==> src/rtl/keypad_pkg.sv <==
// keypad_pkg: shared types for the 8x4 keypad scanner.
//   NUM_COLS / NUM_ROWS : matrix geometry
//   col_t, row_t        : column / row indices
//   key_code_t          : {col, row} code handed to the consumer
//   scan_state_t        : scanner FSM states
//   prio_row()          : lowest-set-bit row encoder (row 0 has priority)
package keypad_pkg;

    localparam int NUM_COLS = 8;
    localparam int NUM_ROWS = 4;

    typedef logic [2:0] col_t;
    typedef logic [1:0] row_t;

    typedef struct packed {
        col_t col;
        row_t row;
    } key_code_t;

    typedef enum logic [1:0] {
        SCAN     = 2'd0,
        DEBOUNCE = 2'd1,
        RELEASE  = 2'd2
    } scan_state_t;

    // Walk from the top row down so the lowest set row is the last one written.
    function automatic row_t prio_row(input logic [NUM_ROWS-1:0] r);
        row_t idx;
        idx = 2'd0;
        for (int i = NUM_ROWS - 1; i >= 0; i--) begin
            if (r[i]) begin
                idx = row_t'(i);
            end else begin
                idx = idx;
            end
        end
        return idx;
    endfunction

endpackage

==> src/rtl/keypad_scanner_sync2.sv <==
// sync2: two-flop synchronizer for asynchronous level inputs.
//   clk   : destination clock
//   rst_n : asynchronous active-low reset, both stages clear to 0
//   d_i   : asynchronous input bus
//   q_o   : synchronized output bus (two clk cycles of latency)
module sync2 #(
    parameter int WIDTH = 1
) (
    input  logic             clk,
    input  logic             rst_n,
    input  logic [WIDTH-1:0] d_i,
    output logic [WIDTH-1:0] q_o
);

    logic [WIDTH-1:0] meta_q;
    logic [WIDTH-1:0] sync_q;

    // Two-stage capture of the asynchronous input.
    always_ff @(posedge clk or negedge rst_n) begin
        if (!rst_n) begin
            meta_q <= {WIDTH{1'b0}};
            sync_q <= {WIDTH{1'b0}};
        end else begin
            meta_q <= d_i;
            sync_q <= meta_q;
        end
    end

    assign q_o = sync_q;

endmodule

==> src/rtl/keypad_scanner.sv <==
// keypad_scanner: scans an 8-column x 4-row key matrix, debounces presses and
// releases, and presents key codes on a valid/ready interface.
//   clk       : system clock
//   rst_n     : asynchronous active-low reset
//   en        : scan enable (0 parks the scanner, handshake keeps working)
//   rows      : raw active-high row lines, asynchronous to clk
//   col_sel   : column index for the external 3-to-8 strobe decoder
//   key_valid : key_code holds an unconsumed key
//   key_ready : consumer takes key_code when key_valid && key_ready
//   key_code  : {column[2:0], row[1:0]}
//   dropped   : one-cycle pulse when a debounced key found the output full
module keypad_scanner #(
    parameter int SCAN_DIV = 16,
    parameter int DEBOUNCE = 4
) (
    input  logic       clk,
    input  logic       rst_n,
    input  logic       en,
    input  logic [3:0] rows,
    output logic [2:0] col_sel,
    output logic       key_valid,
    input  logic       key_ready,
    output logic [4:0] key_code,
    output logic       dropped
);
    import keypad_pkg::*;

    localparam int              DIV_W    = $clog2(SCAN_DIV);
    localparam logic [DIV_W-1:0] DIV_LAST = DIV_W'(SCAN_DIV - 1);
    localparam logic [3:0]      DEB_MAX  = 4'(DEBOUNCE);
    // The DEBOUNCE parameter shadows the state literal of the same name.
    localparam scan_state_t     ST_DEB   = keypad_pkg::DEBOUNCE;

    logic [3:0]       rows_s;
    logic [DIV_W-1:0] div_q, div_d;
    scan_state_t      state_q, state_d;
    col_t             col_q, col_d;
    row_t             cap_row_q, cap_row_d;
    col_t             cap_col_q, cap_col_d;
    logic [3:0]       deb_q, deb_d;
    logic [3:0]       deb_inc_s;
    logic             sample_s;
    logic             hit_s;
    logic             emit_s;
    logic             valid_q, valid_d;
    key_code_t        code_q, code_d;
    logic             drop_q, drop_d;

    sync2 #(.WIDTH(4)) u_row_sync (
        .clk   (clk),
        .rst_n (rst_n),
        .d_i   (rows),
        .q_o   (rows_s)
    );

    assign sample_s  = en && (div_q == DIV_LAST);
    assign hit_s     = rows_s[cap_row_q];
    assign deb_inc_s = (deb_q == DEB_MAX) ? deb_q : (deb_q + 4'd1);

    // Dwell counter: free-runs while enabled, parked at zero otherwise.
    always_comb begin
        div_d = div_q;
        if (!en) begin
            div_d = {DIV_W{1'b0}};
        end else if (div_q == DIV_LAST) begin
            div_d = {DIV_W{1'b0}};
        end else begin
            div_d = div_q + DIV_W'(1);
        end
    end

    // Scan/debounce FSM next state; decisions happen only at sample points.
    always_comb begin
        state_d   = state_q;
        col_d     = col_q;
        deb_d     = deb_q;
        cap_col_d = cap_col_q;
        cap_row_d = cap_row_q;
        emit_s    = 1'b0;
        if (!en) begin
            state_d = SCAN;
            deb_d   = 4'd0;
        end else if (sample_s) begin
            case (state_q)
                SCAN: begin
                    if (rows_s != 4'b0000) begin
                        cap_col_d = col_q;
                        cap_row_d = prio_row(rows_s);
                        if (DEB_MAX == 4'd1) begin
                            emit_s  = 1'b1;
                            state_d = RELEASE;
                            deb_d   = 4'd0;
                        end else begin
                            state_d = ST_DEB;
                            deb_d   = 4'd1;
                        end
                    end else begin
                        col_d = col_q + 3'd1;
                    end
                end
                ST_DEB: begin
                    if (hit_s) begin
                        if (deb_inc_s == DEB_MAX) begin
                            emit_s  = 1'b1;
                            state_d = RELEASE;
                            deb_d   = 4'd0;
                        end else begin
                            deb_d = deb_inc_s;
                        end
                    end else begin
                        state_d = SCAN;
                        col_d   = col_q + 3'd1;
                        deb_d   = 4'd0;
                    end
                end
                RELEASE: begin
                    // deb_cnt here counts consecutive samples with the key up.
                    if (!hit_s) begin
                        if (deb_inc_s == DEB_MAX) begin
                            state_d = SCAN;
                            col_d   = col_q + 3'd1;
                            deb_d   = 4'd0;
                        end else begin
                            deb_d = deb_inc_s;
                        end
                    end else begin
                        deb_d = 4'd0;
                    end
                end
                default: begin
                    state_d = SCAN;
                    deb_d   = 4'd0;
                end
            endcase
        end else begin
            state_d = state_q;
        end
    end

    // Output slot: load on emit if empty or being drained, else flag a drop.
    always_comb begin
        valid_d = valid_q;
        code_d  = code_q;
        drop_d  = 1'b0;
        if (emit_s) begin
            if (!valid_q || key_ready) begin
                valid_d = 1'b1;
                code_d  = '{col: cap_col_d, row: cap_row_d};
            end else begin
                drop_d = 1'b1;
            end
        end else if (valid_q && key_ready) begin
            valid_d = 1'b0;
        end else begin
            valid_d = valid_q;
        end
    end

    // State and output registers.
    always_ff @(posedge clk or negedge rst_n) begin
        if (!rst_n) begin
            div_q     <= {DIV_W{1'b0}};
            state_q   <= SCAN;
            col_q     <= 3'd0;
            deb_q     <= 4'd0;
            cap_col_q <= 3'd0;
            cap_row_q <= 2'd0;
            valid_q   <= 1'b0;
            code_q    <= 5'd0;
            drop_q    <= 1'b0;
        end else begin
            div_q     <= div_d;
            state_q   <= state_d;
            col_q     <= col_d;
            deb_q     <= deb_d;
            cap_col_q <= cap_col_d;
            cap_row_q <= cap_row_d;
            valid_q   <= valid_d;
            code_q    <= code_d;
            drop_q    <= drop_d;
        end
    end

    assign col_sel   = col_q;
    assign key_valid = valid_q;
    assign key_code  = code_q;
    assign dropped   = drop_q;

endmodule
==> config.mk <==
export PLATFORM = sky130hd
export DESIGN_NAME = keypad_scanner
export DESIGN_NICKNAME = d
export VERILOG_FILES = /design/src/rtl/keypad_pkg.sv /design/src/rtl/keypad_scanner_sync2.sv /design/src/rtl/keypad_scanner.sv
export SDC_FILE = /design/constraint.sdc
export NUM_CORES = 1
export LEC_CHECK = 0
export BUFFER_PORTS_ARGS = -buffer_cell sky130_fd_sc_hd__clkbuf_2
export CELL_PAD_IN_SITES_DETAIL_PLACEMENT = 1
export CELL_PAD_IN_SITES_GLOBAL_PLACEMENT = 1
export CORE_ASPECT_RATIO = 0.6
export CORE_MARGIN = 5
export CORE_UTILIZATION = 35
export CTS_CLUSTER_SIZE = 10
export DETAILED_ROUTE_END_ITERATION = 6
export PLACE_DENSITY_LB_ADDON = 0.1
export RECOVER_POWER = 25
export SYNTH_ARGS = -nofsm -noshare
export SYNTH_HDL_FRONTEND = slang
export SYNTH_SLANG_ARGS = --single-unit
export TNS_END_PERCENT = 1
==> constraint.sdc <==
create_clock -name clk -period 2.65 [get_ports clk]
set_clock_uncertainty 0.1 [all_clocks]
set_input_delay 0.1325 -clock clk [delete_from_list [all_inputs] [get_ports clk]]
set_output_delay 0.1325 -clock clk [all_outputs]
set_load 0.05 [all_outputs]
## Yosys cells after proc, flatten, opt, wreduce, memory -nomap -nowiden

Cells that the tools add are included.

| word-level totals | value |
|---|---|
| logic and storage cells | 91 |
| input port bits | 8 |
| output and inout port bits | 10 |
| register bits after elaboration | 33 |

| cells by class | value |
|---|---|
| reduce and logical (&&, ||, !) cells | 13 |
| add/subtract/negate cells | 3 |
| order comparisons | 1 |
| eq/ne operators | 15 |
| multiplexer cells | 47 |

Operator list:

| operator | count |
|---|---|
| 4-bit two-way mux | 9 |
| 2-bit two-way mux | 15 |
| 3-bit two-way mux | 8 |
| 4-bit one-hot mux with 3 select lines | 1 |
| 1-bit two-way mux | 11 |
| 3-bit != test, second input constant | 3 |
| 3-bit one-hot mux with 3 select lines | 1 |
| 4-bit by 1-bit adder with 4-bit output, second input constant | 2 |
| 4-bit by 3-bit equality test with 1-bit output, second input constant | 2 |
| 2-bit != test, second input constant | 4 |
| 7-bit AND reduction | 1 |
| 2-bit one-hot mux with 3 select lines | 1 |
| 2-bit AND reduction | 3 |
| 5-bit AND reduction | 1 |
| 4-bit equality test, second input constant | 1 |
| 2-bit by 1-bit != test with 1-bit output, second input constant | 2 |
| 4-bit != test, second input constant | 1 |
| 4-bit nonzero test | 1 |
| 3-bit by 1-bit adder with 3-bit output, second input constant | 1 |
| 2-bit by 3-bit < comparator with 1-bit output, second input constant | 1 |
| 3-bit nonzero test | 1 |
| 1-bit binary-select mux with 2-bit select | 1 |
| 2-bit by 1-bit equality test with 1-bit output, second input constant | 1 |
| 2-bit equality test, second input constant | 1 |
| other kinds (5) | 6 |

## Logic depth before layout (Yosys ltp)

Gate-level depths: netlist of run 1.

| depth | value |
|---|---|
| depth in word-level cells | 10 |
| depth in mapped cells | 8 |
| depth with buffers taken out | 7 |

## By module

From an unflattened synthesis of run 1, not the netlist that was laid out.

| unflattened totals | value |
|---|---|
| cell total of the unflattened synthesis | 144 |
| area, all modules | 1594.0 µm² |

Modules (own cells, without submodules):

| module | instances | seq. area each (µm²) | cells each | area an instance (µm²) |
|---|---|---|---|---|
| keypad_scanner | 1 | 625.6 | 136 | 1393.8 |
| sync2 | 1 | 200.2 | 8 | 200.2 |

## Least setup slack after synthesis of run 1

OpenSTA, ideal clock, no wires.

| timing | value |
|---|---|
| path type | register to register |
| start | register deb_q[0] |
| end | register code_q (netlist bit key_code[0]) |
| buffers on the path | 1 |
| cell stages (with the launch flop) | 9 |
| path slack | 0.488 ns |
| library setup time | 0.125 ns |
| arrival time | 1.937 ns |
| period minus slack after synthesis | 2.162 ns |
| required time | 2.425 ns |
| cells stage by stage | dfrtp_1 -> buf_4 -> inv_1 -> ha_1 -> nand4bb_1 -> a22oi_1 -> nand3_2 -> nor2b_4 -> mux2_2 |

| on the way | value |
|---|---|
| cells in the longest elaborated chain, start to end | 9 |
| elaborated cells on any way between the ends | 10 |
| those cells by class | add/sub (1); eq/ne (2); mux (6); reduce/logical (1) |

RTL lines:

| what | line | RTL |
|---|---|---|
| start, declared | keypad_scanner.sv:40 | `logic [3:0] deb_q, deb_d;` |
| start signal, assigned | keypad_scanner.sv:165 | `deb_q <= 4'd0;` |
| start signal, assigned | keypad_scanner.sv:175 | `deb_q <= deb_d;` |
| 4-bit by 1-bit adder with 4-bit output or 4-bit by 3-bit equality test with 1-bit output (tied branches) | keypad_scanner.sv:58 | `assign deb_inc_s = (deb_q == DEB_MAX) ? deb_q : (deb_q + 4'd1);` |
| 4-bit two-way mux (*) | keypad_scanner.sv:58 |  |
| 4-bit by 3-bit equality test with 1-bit output (*) | keypad_scanner.sv:103 | `if (deb_inc_s == DEB_MAX) begin` |
| 1-bit two-way mux (*) | keypad_scanner.sv:103 |  |
| 1-bit two-way mux (*) | keypad_scanner.sv:102 | `if (hit_s) begin` |
| 1-bit two-way mux (*) | keypad_scanner.sv:84 | `case (state_q)` |
| 1-bit two-way mux (*) | keypad_scanner.sv:83 | `end else if (sample_s) begin` |
| 1-bit two-way mux (*) | keypad_scanner.sv:80 | `if (!en) begin` |
| 2-bit AND reduction (no source line) (*) | n/a |  |
| end signal, assigned | keypad_scanner.sv:179 | `code_q <= code_d;` |
| end, declared | keypad_scanner.sv:46 | `key_code_t code_q, code_d;` |

Mark *: on every way between the ends. The rest lies on a longest branch, timed or not.
A chain may end at the register's enable or synchronous reset.

## Worst setup path after layout of run 1

| timing | value |
|---|---|
| start | register deb_q[0] |
| end | register code_q (netlist bit key_code[4]) |

Same word-level chain as after synthesis.

==> metrics.yaml, run 1 <==
global_route:
  antenna_found_initial: 0
  grt_pass1_wl_um: 6400
  grt_max_degree: 34
  track_usage_pct: 13.0
  grt_pass1_vias: 1255
  grt-ovfl-total: 0
finish:
  fin_area_mm2: 0.00197
  areaGrowthSynthToFinish_pct: 19.2
  insertedDiodeCount: 0
  final_layout_size_suffix_gt1_share_pct: 21.1
  layout.nets: 182
synthesis:
  ys_seq_area_share_pct: 50.0
  yosys.cell_count.top_type: "dfrtp_1"
  yosys_register_bits: 33
  syn_area_mm2: 0.00165
  synth_area_leaders: "dfrtp_1, mux2_2, ha_1, nand2b_1, a21oi_1"
  synthCells: 142
  synth.avg_cell_area_um2: 11.6
  yosysTopAreaCell: "dfrtp_1"
  synthTopCellsByCount: "dfrtp_1, mux2_2, nand2b_1"
  synth_cell_type_count: 47
  synth_edf_count: 0
  ys.flop_type: "dfrtp_1"
  syn-num-nets: 154
  ys_async_sr_fraction_pct: 100
  synth_warnings: 0
  yosysTopAreaCellShare_pct: 50.0
clock_network:
  clkTransAtPathRegs_ns: 0.07
  hold_buffers: 5
  clock_path_buffers: 2
  postCtsResizedCells: 0
  cts_tree: "done"
  cts-root-buf: "clkbuf_8"
  numCtsBuffers: 5
  clock-sinks: 33
  clkLatencyLatePin_ns: 0.28
  post_cts_buffers: 0
  h-tree-depth: 2
worst_setup_path:
  critPathLaunchType: "flop"
  end_kind: "flop"
  cp_slowest_stage_delay_ns: 0.47
  path_delay_family: "simple AND/OR/NAND/NOR gates"
  arrival_ns: 2.49
  required_ns: 2.71
  crit_start: "deb_q[0]"
  path_buf_inv: 1
  r2r_start: "deb_q[0]"
  cp_max_fo: 7
  path_class: "reg2reg"
  slowest_stage: "dfrtp_1"
  crit_chain: "inv_1, ha_1, nand4bb_1, a22oi_1, nand3_2, nor2b_4, mux2_2"
sta:
  tns_ns: 0
  worst_pin_slew_ns: 0.803
  rsz0062_at_grt: "no"
  hold_violations: 0
  setup_violations: 0
  holdWs_ns: 0.0948
  max_freq_mhz: 411
  period_share_pct: 91.7
  drv_slew: 0
  final.min_clock_period_ns: 2.43
  relSlewSlack_pct: 46.5
detailed_routing:
  dr.first_iter.drc_count: 44
  wl_per_cell_um: 16.0
  drtAntennaViolNets: 0
  vias_per_cell: 5.16
  routed_wl_um: 3740
  dr.pass1.iters: 4
  num_vias: 1207
  drc: 0
placed_design:
  dp_hpwl_um: 2780
  port_buffers: 17
  placed_area_mm2: 0.00181
  place.gp.congestion: 0.858
die:
  die_w_um: 98.7
  fp-row-count: 19
  ios: 18
  die_y_um: 63.2
  core-area_mm2: 0.00456
  start_util_pct: 36.2
  die_area_mm2: 0.00624
flow_run:
  maxCapViolCount: 0
power:
  powerDensity_mw_per_mm2: 532
  irDropWorstVdd_mv: 0.325
  finalPower_mw: 1.05
  p_leak_nw: 0.888
min_path:
  min_path_type: "in2reg"
  min_from: "key_ready"
status:
  outcome: "finished, final reports clean"
[state kept, by name, indices dropped and copies added (netlist names)]
signal	flops
div_q	4
state_q	2
key_code	5
deb_q	4
col_sel	3
key_valid	1
u_row_sync.meta_q	4
u_row_sync.q_o	4
cap_col_q	3
cap_row_q	2
dropped	1
[metrics by stage]
step	utilization [%]	setup slack, ns	instances
final	43.1	0.219	234
after global routing	43.1	0.0606	234
after CTS	43.4	0.216	234
after detailed placement	39.7	0.235	221
after global placement	39.7	0.385	221
after floorplan	-	0.488	142
[worst register-to-register path: stages, from the launching register on]
cell and delay (ns):
dfrtp_1 0.47, inv_1 0.14, ha_1 0.38, nand4bb_1 0.21
a22oi_1 0.24, nand3_2 0.19, nor2b_4 0.23, mux2_2 0.36
[report_power, final]
part	internal [mW]	switching [mW]
combinational	0.0187	0.0226
clock	0.307	0.177
sequential	0.514	0.00914
[layout make-up]
cell class	count	area [um^2]
Clock inverter	1	30.0
Tap cell	63	78.8
Timing Repair Buffer	24	138
Fill cell	516	2600
Sequential cell	33	826
Multi-Input combinational cell	100	787
Clock buffer	7	86.3
Inverter	6	22.5
[routing by layer]
metal	wire [um]	up-vias	GRT usage [%]
li1	-	580	-
met3	171	2	4.41
met1	1890	605	18.1
met2	1680	20	19.9
met5	0	-	0
met4	8	0	2.56
[path summary, 6_finish.rpt]
| kind | to | slack [ns] | depth (start not counted) |
|---|---|---|---|
| worst max-delay path | key_code[4] | 0.22 | 7 |
| min in group asynchronous | key_valid | 0.39 | 2 |
| max in group asynchronous | deb_q[2] | 1.55 | 2 |
| worst max register to register | key_code[4] | 0.22 | 7 |
| worst min register to register | u_row_sync.q_o[2] | 0.25 | 0 |
| worst min-delay path | dropped | 0.09 | 3 |
[layout by cell type, fill, tap and decap left out, types with 2 or more instances in the layout]
cell type	n
dlygate4sd3_1	5
o221a_2	2
mux2_2	10
o21ai_0	6
a31oi_1	4
nor3b_1	2
nand2b_1	8
mux2i_1	2
nor2_1	5
nor3_1	3
nand2_1	6
nand3_1	4
xor2_1	3
a211oi_1	3
inv_1	6
buf_4	2
and3_1	2
clkbuf_8	6
a21oi_1	6
clkbuf_1	11
ha_1	4
dfrtp_1	33
clkbuf_2	7
a22o_1	2
nor2b_1	2
nor4_1	2
[logic make-up after synthesis]
group / count (synthesis) / synth area share [%]
multiplexers: 13 / 9.39
XOR/XNOR: 4 / 2.12
buffers and inverters: 9 / 2.35
AO/OA/AOI/OAI: 31 / 13.0
adder cells (fa/ha/maj): 4 / 3.03
AND/OR/NAND/NOR: 48 / 20.2
flip-flops: 33 / 50.0
(Power assumes the default switching activity.)
==> run 2: changes to the inputs <==
- ABC_AREA: unset -> 1
==> run 2 against run 1 <==
Effect of this change: critical path depth up 4; register-to-register slack better by 0.46 ns; combinational power shrank 9.7%; largest power group unchanged.
==> metrics.yaml, run 2 <==
detailed_routing:
  vias_per_cell: 4.56
  wl_per_cell_um: 11.7
  routed_wl_um: 3120
  dr.first_iter.drc_count: 21
  num_vias: 1217
  drc: 0
  drtAntennaViolNets: 0
  dr.pass1.iters: 4
finish:
  final_core_util_pct: 43.6
  insertedDiodeCount: 0
  most-common-layout-cells: "nand2_1, dfrtp_1, nand3_1"
  register_area_um2: 826
  layout.nets: 219
  largest_reg_flops: 5
  n_fill_cell: 504
  layout_commonest_cell: "nand2_1"
  final_layout_size_suffix_gt1_share_pct: 14.0
  multi_input_area_um2: 627
  areaGrowthSynthToFinish_pct: 18.7
synthesis:
  synth_area_leaders: "dfrtp_1, nand2_1, nand3_1, inv_1, ha_1"
  syn_area_mm2: 0.00153
  ys.flop_type: "dfrtp_1"
  synthTopCellsByCount: "nand2_1, dfrtp_1, nand3_1, inv_1, nor2_1"
  synth_cell_type_count: 23
  yosysTopAreaCell: "dfrtp_1"
  ys_async_sr_fraction_pct: 100
  synthCells: 178
  ys_seq_area_share_pct: 53.9
  yosys_register_bits: 33
  yosysTopAreaCellShare_pct: 53.9
  yosys.cell_count.top_type: "nand2_1"
  synth_warnings: 0
  synth.avg_cell_area_um2: 8.60
  synth_edf_count: 0
  syn-num-nets: 190
power:
  finalPower_mw: 0.926
  powerDensity_mw_per_mm2: 509
  p_leak_nw: 0.945
  irDropWorstVdd_mv: 0.227
sta:
  hold_violations: 0
  max_freq_mhz: 508
  tns_ns: 0
  relSlewSlack_pct: 46.7
  setup_violations: 0
  rsz0062_at_grt: "no"
  period_share_pct: 74.3
  drv_slew: 0
  worst_pin_slew_ns: 0.799
  final.min_clock_period_ns: 1.97
worst_setup_path:
  end_kind: "flop"
  crit_chain: "inv_1, ha_1, nand2_1, nor2_2, nor2_2, nor2_4, nand2_4, nor3_4, nand2_4, nand2_1, nand2_1"
  crit_cells: 11
  path_buf_inv: 1
  reg2regPathDepth: 11
  arrival_ns: 2.03
  required_ns: 2.71
  r2r_end: "key_code[3]"
  crit_end: "key_code[3]"
  slowest_stage: "dfrtp_1"
  cp_max_fo: 7
  r2r_slack_ns: 0.68
  r2r_start: "deb_q[0]"
  critPathLaunchType: "flop"
  cp_slowest_stage_delay_ns: 0.41
  path_delay_family: "simple AND/OR/NAND/NOR gates"
  path_common_cell: "nand2_1"
  path_class: "reg2reg"
  crit_start: "deb_q[0]"
global_route:
  grt-ovfl-total: 0
  track_usage_pct: 12.7
  antenna_found_initial: 0
  grt_pass1_vias: 1198
  grt_pass1_wl_um: 5540
  grt_max_degree: 34
placed_design:
  port_buffers: 17
  place.gp.congestion: 0.768
  dp_hpwl_um: 2490
clock_network:
  cts_tree: "done"
  clkLatencyLatePin_ns: 0.28
  clkTransAtPathRegs_ns: 0.06
  h-tree-depth: 2
  clock_path_buffers: 2
  clock-sinks: 33
  hold_buffers: 5
  cts-root-buf: "clkbuf_8"
  numCtsBuffers: 5
  post_cts_buffers: 0
  postCtsResizedCells: 0
die:
  die_area_mm2: 0.00584
  die_y_um: 61.2
  start_util_pct: 36.8
  core-area_mm2: 0.00417
  ios: 18
  die_w_um: 95.4
  fp-row-count: 18
min_path:
  min_path_type: "in2reg"
  min_from: "en"
flow_run:
  maxCapViolCount: 0
status:
  outcome: "finished, final reports clean"
run 2: worst min-delay path: stages:
cell and delay, ns:
clkbuf_2 0.16, nand2_1 0.08, inv_1 0.04
run 2: cell type report:
class	count	share of cell area, %
Inverter	21	4.34
Clock buffer	7	4.75
Sequential cell	33	45.4
Multi-Input combinational cell	124	34.5
Tap cell	60	4.13
Timing Repair Buffer	22	6.88
run 2: how the worst min path moves through the flow:
stage	slack, ns	endpoint	cells after the start
3_3_place_gp	0.14	u_row_sync.meta_q[1]	1
4_1_cts	0.06	div_q[1]	3
6_report	0.07	div_q[1]	3
2_1_floorplan	-0.26	cap_col_q[0]	0
5_1_grt	0.10	div_q[1]	3
3_5_place_dp	0.14	u_row_sync.meta_q[0]	1
run 2: per-stage QoR:
| step | setup WS (ns) | hold slack (ns) | instances | instance area, um^2 |
|---|---|---|---|---|
| floorplan | 0.894 | -0.263 | 178 | 1530 |
| global placement | 0.767 | 0.143 | 255 | 1690 |
| detailed placement | 0.675 | 0.143 | 255 | 1690 |
| CTS | 0.660 | 0.0648 | 267 | 1830 |
| global route | 0.473 | 0.101 | 267 | 1820 |
| finish | 0.681 | 0.0682 | 267 | 1820 |
run 2: cells by family (layout without fill, tap and decap cells):
kind of cell | after synthesis | count (layout) | share of synthesized area, %
AOI/OAI and AO/OA | 12 | 12 | 4.17
xor gates and xnor gates | 3 | 3 | 1.72
adders and majority gates | 4 | 4 | 3.27
buffers and inverters | 21 | 50 | 5.15
DFF | 33 | 33 | 53.9
and+or+nand+nor | 105 | 105 | 31.8
run 2: layer usage:
metal	global-route usage (%)	vias to the layer above	wire length (um)
met5	0	-	0
met1	18.2	578	1700
li1	-	623	-
met4	4.86	0	17
met2	18.0	14	1270
met3	4.03	2	131
run 2: report_power, final:
part           internal [mW]  switching (mW)  leakage (nW)
registers              0.514         0.00502         0.430
logic                 0.0141          0.0233         0.471
clock network          0.206           0.164        0.0443
==> run 3: changes to the inputs <==
- clock period: 2.65 -> 1.7 ns (I/O delays scaled with it)
==> run 3 against run 2 <==
Effect of this change: the flow now finishes with violations (setup timing); cell area is 13% higher; sequential cell count did not move; routed wire length grew 14%; sequential power increased by 56%; worst setup slack got worse by 0.73 ns; first-iteration DRC count up 140%; global-route usage up 1.1 points; worst hold slack lost 0.048 ns; critical endpoint is now key_code[4].
==> metrics.yaml, run 3 (same netlist as run 2, synthesis figures left out) <==
status:
  outcome: "finished with violations"
  violations: "setup timing"
sta:
  worst_pin_slew_ns: 0.792
  relSlewSlack_pct: 47.2
  layout_setup_ws_ns: -0.0531
  setup_violations: 12
  final.min_clock_period_ns: 1.75
  rsz0062_at_grt: "yes"
  max_freq_mhz: 570
  period_share_pct: 103
  hold_violations: 0
  drv_slew: 0
clock_network:
  cts-root-buf: "clkbuf_8"
  clock_path_buffers: 2
  cts_tree: "done"
  clock-sinks: 33
  numCtsBuffers: 5
  h-tree-depth: 2
  clkTransAtPathRegs_ns: 0.07
  clkLatencyLatePin_ns: 0.28
min_path:
  min_from: "en"
  whs_path_depth: 3
  min_path_type: "in2reg"
  worstHoldEndpoint: "div_q[1]"
placed_design:
  place.gp.congestion: 0.760
  port_buffers: 17
  dp_hpwl_um: 2750
  dp_cells: 271
die:
  start_util_pct: 36.8
  die_area_mm2: 0.00584
  fp-row-count: 18
  core-area_mm2: 0.00417
  die_y_um: 61.2
  ios: 18
  die_w_um: 95.4
worst_setup_path:
  critPathLaunchType: "flop"
  slowest_stage: "dfrtp_1"
  crit_start: "deb_q[0]"
  arrival_ns: 1.87
  r2r_slack_ns: -0.05
  path_class: "reg2reg"
  required_ns: 1.82
  r2r_start: "deb_q[0]"
  cp_max_fo: 6
  cp_slowest_stage_delay_ns: 0.41
  end_kind: "flop"
  path_common_cell: "nand2_1"
  reg2regPathDepth: 11
  r2r_end: "key_code[4]"
  crit_chain: "ha_1, inv_1, nand2_1, nand2_1, nor2_2, nor2_4, nand2_4, nor3_4, buf_6, nand3_1, nand2_1"
power:
  finalPower_mw: 1.44
  p_leak_nw: 1.08
  powerDensity_mw_per_mm2: 698
  irDropWorstVdd_mv: 0.434
global_route:
  grt_pass1_vias: 1342
  antenna_found_initial: 0
  track_usage_pct: 13.8
  grt_max_degree: 34
  grt_pass1_wl_um: 6110
  grt-ovfl-total: 0
detailed_routing:
  routed_wl_um: 3560
  vias_per_cell: 4.56
  drc: 0
  dr.first_iter.drc_count: 51
  drtAntennaViolNets: 0
  wl_per_cell_um: 12.3
  num_vias: 1314
  dr.pass1.iters: 4
finish:
  most-common-layout-cells: "nand2_1, dfrtp_1, clkbuf_2, buf_4, nand3_1"
  n_fill_cell: 497
  final_layout_size_suffix_gt1_share_pct: 33.3
  areaGrowthSynthToFinish_pct: 34.7
  layout.nets: 239
  multi_input_area_um2: 711
  fin_cells: 288
  register_area_um2: 826
  layout_commonest_cell: "nand2_1"
  largest_reg_flops: 5
  insertedDiodeCount: 0
  final_core_util_pct: 49.5
flow_run:
  maxCapViolCount: 0
run 3: cell count changes in the layout (fill, tap and decap cells not counted), sizes merged:
| cell | change |
|---|---|
| buf | +19 |
| clkinv | +2 |
| clkbuf | -1 |
| clkinvlp | +1 |
run 3: worst max path at each step:
stage	to	slack (ns)	depth (start not counted)
after floorplan	key_code[0]	-0.04	11
after global placement	key_code[0]	-0.08	10
after detailed placement	key_code[0]	-0.16	11
after CTS	key_code[0]	-0.05	11
after global routing	key_code[1]	-0.18	11
final	key_code[4]	-0.05	11
run 3: metal layers:
metal	track usage [%]	up-vias	part of all wire [%]	wire, um
met2	22.0	15	44	1580
li1	-	660	-	-
met1	18.5	635	51	1820
met5	0	-	0	0
met3	3.66	4	3.3	118
met4	4.86	0	0.90	32
run 3: where the power goes:
group / internal, mW / total [mW] / switching, mW
combinational: 0.0269 / 0.0667 / 0.0397
clock: 0.282 / 0.565 / 0.283
sequential: 0.800 / 0.808 / 0.00727
run 3: stage by stage:
step | area, um^2 | hold slack (ns) | setup TNS, ns | setup slack (ns)
6_report | 2060 | 0.0206 | -0.359 | -0.0531
5_1_grt | 2060 | 0.0529 | -1.88 | -0.176
4_1_cts | 2060 | 0.0160 | -0.376 | -0.0535
3_5_place_dp | 1840 | -0.0357 | -1.41 | -0.156
3_3_place_gp | 1840 | -0.0457 | -0.333 | -0.0771
2_1_floorplan | 1550 | -0.311 | -0.206 | -0.0449
run 3: critical path, delay by kind of cell (launching register included):
| kind | cells | cell delay [ns] |
|---|---|---|
| and+or+nand+nor | 8 | 0.72 |
| adders and majority gates | 1 | 0.24 |
| buffers and inverters | 2 | 0.22 |
| DFF | 1 | 0.41 |
run 3: repair_timing:
item	4_1_cts	5_1_grt
resized for setup	13	4
pin swaps	14	3
buffers inserted	4	0
hold buffers	5	0
setup endpoints to repair	13	17
endpoints found under the hold margin	37	0
run 3: layout make-up:
class	count	share of cell area [%]
Tap cell	60	3.64
Inverter	21	3.82
Timing Repair Buffer	42	13.9
Sequential cell	33	40.0
Multi-Input combinational cell	124	34.4
Clock inverter	3	0.849
Clock buffer	5	3.34
